===== src/rtl/coin_pkg.sv =====
// Shared types and defaults for the coin front-end.
package coin_pkg;
  typedef enum logic {COIN_HALF = 1'b0, COIN_ONE = 1'b1} coin_e;

  localparam int COIN_DEBOUNCE_DEF = 4;
  localparam int COIN_GAP_DEF      = 1;
  localparam int COIN_QDEPTH_DEF   = 4;

  // Bits needed for a counter spanning 0..n-1 (never below one bit).
  function automatic int cw(int n);
    return (n > 1) ? $clog2(n) : 1;
  endfunction
endpackage


===== src/rtl/coin_debounce.sv =====
// One sensor channel: 2-flop sync, stability filter, arming, registered rise pulse.
module coin_debounce
  import coin_pkg::*;
#(
  parameter int DEBOUNCE_CYCLES = COIN_DEBOUNCE_DEF
) (
  input  logic clk,
  input  logic rst,
  input  logic raw,
  output logic rise
);
  localparam int CW = cw(DEBOUNCE_CYCLES);
  localparam logic [CW-1:0] LAST = CW'(DEBOUNCE_CYCLES - 1);

  logic [1:0]    sync;
  logic [CW-1:0] cnt, arm_cnt;
  logic          filt, armed;

  always_ff @(posedge clk) begin
    if (rst) begin
      sync    <= '0;
      cnt     <= '0;
      arm_cnt <= '0;
      filt    <= 1'b0;
      armed   <= 1'b0;
      rise    <= 1'b0;
    end else begin
      sync <= {sync[0], raw};
      rise <= 1'b0;
      if (sync[1] == filt) cnt <= '0;
      else if (cnt == LAST) begin
        filt <= sync[1];
        cnt  <= '0;
        rise <= sync[1] & armed;
      end else cnt <= cnt + 1'b1;
      // A level held high through reset must go low once before it can count.
      if (!armed) begin
        if (sync[1]) arm_cnt <= '0;
        else if (arm_cnt == LAST) armed <= 1'b1;
        else arm_cnt <= arm_cnt + 1'b1;
      end
    end
  end
endmodule


===== src/rtl/coin_input_conditioner.sv =====
// Two debounced coin channels feeding a small FIFO and a gap-spaced pulse emitter.
module coin_input_conditioner
  import coin_pkg::*;
#(
  parameter int DEBOUNCE_CYCLES = COIN_DEBOUNCE_DEF,
  parameter int GAP_CYCLES      = COIN_GAP_DEF,
  parameter int QDEPTH          = COIN_QDEPTH_DEF
) (
  input  logic                          clk,
  input  logic                          rst,
  input  logic                          coin_half_raw,
  input  logic                          coin_one_raw,
  input  logic                          hold,
  output logic                          a_point5,
  output logic                          b_1,
  output logic [$clog2(QDEPTH+1)-1:0]   pending,
  output logic                          overflow
);
  localparam int PW   = $clog2(QDEPTH);
  localparam int CNTW = $clog2(QDEPTH + 1);
  localparam int GW   = cw(GAP_CYCLES + 1);

  logic [1:0] raw_vec, rise;
  assign raw_vec = {coin_one_raw, coin_half_raw};

  for (genvar c = 0; c < 2; c++) begin : g_ch
    coin_debounce #(.DEBOUNCE_CYCLES(DEBOUNCE_CYCLES)) u_deb (
      .clk  (clk),
      .rst  (rst),
      .raw  (raw_vec[c]),
      .rise (rise[c])
    );
  end

  coin_e           mem [QDEPTH];
  logic [PW-1:0]   wptr, rptr, wr2;
  logic [CNTW-1:0] count;
  logic [GW-1:0]   gap;
  logic [CNTW:0]   free;
  logic            pop, push_half, push_one;

  // Pop is decided first so its slot is already free for this cycle's pushes.
  always_comb begin
    pop       = (count != '0) && !hold && (gap == '0);
    free      = (CNTW+1)'(QDEPTH) - {1'b0, count} + {{CNTW{1'b0}}, pop};
    push_half = rise[COIN_HALF] && (free != '0);
    push_one  = rise[COIN_ONE] && (free > {{CNTW{1'b0}}, push_half});
    wr2       = wptr + PW'(push_half);
  end

  always_ff @(posedge clk) begin
    if (push_half) mem[wptr] <= COIN_HALF;
    if (push_one)  mem[wr2]  <= COIN_ONE;
  end

  always_ff @(posedge clk) begin
    if (rst) begin
      wptr     <= '0;
      rptr     <= '0;
      count    <= '0;
      gap      <= '0;
      a_point5 <= 1'b0;
      b_1      <= 1'b0;
      overflow <= 1'b0;
    end else begin
      a_point5 <= pop && (mem[rptr] == COIN_HALF);
      b_1      <= pop && (mem[rptr] == COIN_ONE);
      overflow <= (rise[COIN_HALF] && !push_half) || (rise[COIN_ONE] && !push_one);
      if (pop) begin
        rptr <= rptr + 1'b1;
        gap  <= GW'(GAP_CYCLES);
      end else if (gap != '0) gap <= gap - 1'b1;
      wptr  <= wr2 + PW'(push_one);
      count <= count + CNTW'(push_half) + CNTW'(push_one) - CNTW'(pop);
    end
  end

  assign pending = count;
endmodule

===== config.mk =====
export PLATFORM = sky130hd
export DESIGN_NAME = coin_input_conditioner
export DESIGN_NICKNAME = d
export VERILOG_FILES = /design/src/rtl/coin_pkg.sv /design/src/rtl/coin_debounce.sv /design/src/rtl/coin_input_conditioner.sv
export SDC_FILE = /design/constraint.sdc
export NUM_CORES = 1
export LEC_CHECK = 0
export ABC_AREA = 1
export CAP_MARGIN = 20
export CORE_AREA = 2 2 59 61
export DETAILED_ROUTE_END_ITERATION = 16
export DIE_AREA = 0 0 61 63
export GPL_TIMING_DRIVEN = 0
export HOLD_SLACK_MARGIN = 0.02
export MAX_ROUTING_LAYER = met4
export PLACE_DENSITY = 0.73
export SYNTH_ARGS = -nofsm -noshare
export SYNTH_HDL_FRONTEND = slang
export SYNTH_SLANG_ARGS = --single-unit

===== constraint.sdc =====
create_clock -name clk -period 3.6 [get_ports clk]
set_clock_uncertainty 0.1 [all_clocks]
set_input_delay 0.72 -clock clk [delete_from_list [all_inputs] [get_ports clk]]
set_output_delay 0.72 -clock clk [all_outputs]
set_load 0.1 [all_outputs]

==> metrics <==
Hold Vio Cnt, Final=0; gr ovfl total=0; clk buf depth=2; vias in the first global route=1324; Post-synth top cells=dfxtp_1 (35), nor2_1 (32), inv_1 (29), nand2_1 (26), nand3_1 (16); Mapped Area=1570 µm²; total power=~1.7 mW; CP peak stage delay=between 500 and 600 ps; Root Buffer=clkbuf_4; dpl hpwl=about 1800 µm; antenna violations before repair=0; full die area=around 3800 µm²; Slew @ Worst Pin=between 900 and 1000 ps; Top Usage Layer GRT=met2; row count=21; Clock Latency Late Sink=between 300 and 400 ps; cell depth of the worst flop-to-flop path=20; crit share post-route=0.934; # diodes=0; # DRC=0; setup slack at placement=-748 ps; Clock H-tree levels=2; largest net degree at the start of global routing=11; unrepaired setup endpoints after global routing=false; DRT antenna net count=0; Post-Synthesis Cells=186; Worst Hold Path Cells=2; Slew Limit Fails=0; clock sinks=35; YS warnings=0; MaxCap Viol Count=0; layout net count=between 200 and 300; P_leak=a little under 1 nW; Worst EP arrival=3520 ps; placed cell count=between 200 and 250; 1st-iter DRT viols=55; r2r endpoint=pending[1]; Total GRT Usage=0.206; Worst path top cell family by delay=adder cells; crit path time final=3360 ps; net count after synthesis=approximately 200; per-cell routed wire length=around 13 µm; asr flop ratio synth=0; Non-Filler Instances=279; top_reg_cell synth=dfxtp_1; first-pass GRT wire length=~5700 µm; Die W=roughly 61 µm; Mean Syn Cell Area=8.46 µm²; Post-synth EDFFs=0; top-count cell post-synth=dfxtp_1; CTS tree=yes; Crit Reg-Reg Startpoint=pending[0]; worst hold slack=between 200 and 300 ps; # IOs=11; pwr/cell area=about 800 nW/µm²; DRT Pass-1 Iters=4; Peak supply drop=about 550 µV; post-route cell area=between 2000 and 2500 µm²; Worst setup EP type=register; required time of the critical path=~3800 ps; WL final=~3500 µm; M3 GR Usage=0.0455; CP dominant cell by count=nand2_2; crit path max-delay cell type=fa_2; Fmax=a little under 0.3 GHz; core area=roughly 3200 µm²; Placed Area=about 1700 µm²; endpoints failing setup=0; worst path cell trace=dlymetal6s2s_1 -> nor2_2 -> nand2_2 -> ha_2 -> inv_2 -> ha_4 -> nor2_4 -> nand3_2 -> nand2_2 -> inv_2 -> ha_1 -> nor2_1 -> nor2_2 -> nand2_2 -> nand2_2 -> inv_2 -> fa_2 -> fa_2 -> inv_1 -> nor2_1; Area growth syn-to-layout=31.3%; hold crit path type=reg2reg; FF-to-FF setup slack=310 ps; share of cells above drive strength 1=0.313; Synth cell types=26; total vias in the final route=1349; Die Height=approximately 63 µm; hold_sp=g_ch[1].u_deb.sync[0]; Synth area leaders=dfxtp_1 (45%), ha_1 (8.8%), nor2_1 (7.6%), inv_1 (6.9%), nand2_1 (6.2%); Hold Path Sink=g_ch[1].u_deb.sync[1]; PortBufs=10; Final Core Density=0.639; flops & latches, synth=35; sequential share of the synthesized area=0.446; outcome=completed; Setup CP Type=in2reg; Worst Setup Start Kind=input port; met2 usage=0.328; Initial Util=0.487; Buf+Inv Stages, Crit Path=5; post-route setup TNS=0 ps; GPL Wtd Cong=between 0.7 and 0.8; final worst setup slack=roughly 240 ps; Worst slew margin=0.354; GR met1 Demand/Resource=0.237; Critical Path Fanout Max=2; clock slew at reported path FFs=100 ps; cell taking the most area after synthesis=dfxtp_1; Synth top area share=0.446; Via density=4.84; Inserted Clock Buffers=5
==> routing by layer <==
| layer | part of all wire | up-vias | wire (µm) |
|---|---|---|---|
| met5 | 0 | - | 0 |
| met1 | 0.40 | 610 | 1420 |
| met2 | 0.52 | 45 | 1810 |
| met4 | 0.038 | 0 | 133 |
| met3 | 0.043 | 19 | 150 |
| li1 | - | 675 | - |
==> kinds of logic (layout without fill, tap and decap cells) <==
| kind of cell | after synthesis | in the layout | share of synthesized area |
|---|---|---|---|
| AO/OA/AOI/OAI | 15 | 15 | 0.0748 |
| XOR/XNOR | 6 | 6 | 0.0382 |
| adder cells (fa/ha/maj) | 13 | 13 | 0.113 |
| buffers and inverters | 35 | 82 | 0.0891 |
| flip-flops | 35 | 35 | 0.446 |
| AND/OR/NAND/NOR | 82 | 82 | 0.239 |
==> state kept, by name (all words and copies together), names as in the netlist, 2 cells and up, named ones only <==
name and flops:
g_ch.u_deb.arm_cnt 4, wptr 2, g_ch.u_deb.rise 2, g_ch.u_deb.sync 4
rptr 2, g_ch.u_deb.filt 2, g_ch.u_deb.armed 2, pending 3
g_ch.u_deb.cnt 4, mem 4
==> worst reg2reg max path: stages (launching register included) <==
cell	delay, ps
dfxtp_2	360
nor2_1	90
nand2_1	100
nand2_2	100
ha_2	180
inv_2	50
ha_4	220
nor2_4	130
nand3_2	110
nand2_2	100
inv_2	60
ha_1	270
nor2_1	50
nor2_2	120
nand2_2	90
nand2_2	80
inv_2	50
fa_2	330
fa_2	520
inv_1	40
nor2_1	70
==> area by class of cell <==
type | count | area (µm²)
plain buffers | 2 | 16.3
well taps | 46 | 57.6
fillers | 255 | 1170
repair buffers | 40 | 328
inverters | 33 | 124
flip-flops and latches | 35 | 707
multi-input cells | 116 | 777
clock buffers | 6 | 51.3
clock inverters | 1 | 5.00
==> how the worst max path moves through the flow <==
stage / start / end / slack, ps / cells after the start
2_1_floorplan: hold / pending[2] / 7 / 19
3_3_place_gp: hold / pending[2] / -700 / 20
3_5_place_dp: hold / pending[2] / -750 / 20
4_1_cts: hold / pending[1] / 0.1 / 22
5_1_grt: hold / pending[1] / 160 / 20
6_report: hold / pending[1] / 240 / 20
==> power by group <==
group          switching (mW)  total (mW)  internal (mW)
Combinational           0.472       0.996          0.524
Sequential             0.0370       0.473          0.436
Clock                   0.125       0.215         0.0904
Total                   0.634        1.68           1.05
==> layout by cell type, fill, tap and decap left out, types with 2 or more instances in the layout <==
master	instances
o211a_1	2
nand3_1	16
xor2_1	4
inv_2	7
a21oi_4	2
nand2_2	6
o21ai_1	2
dfxtp_1	32
inv_1	26
ha_1	9
clkbuf_4	5
nor2_2	2
nor3b_2	2
fa_2	2
nand3_2	3
dfxtp_2	2
a21oi_1	2
nor2_4	2
o21ai_0	4
nor2_1	29
buf_4	30
nand2_1	21
clkdlybuf4s50_1	9
==> timing repair <==
item / in CTS / in global routing
hold buffers: 0 / 0
endpoints found under the hold margin: 0 / 0
cloned: 0 / 0
pin swaps: 7 / 5
buffers inserted: 28 / 2
resized for setup: 10 / 7
endpoints found under the setup margin: 2 / 4
(Power assumes the default switching activity.)
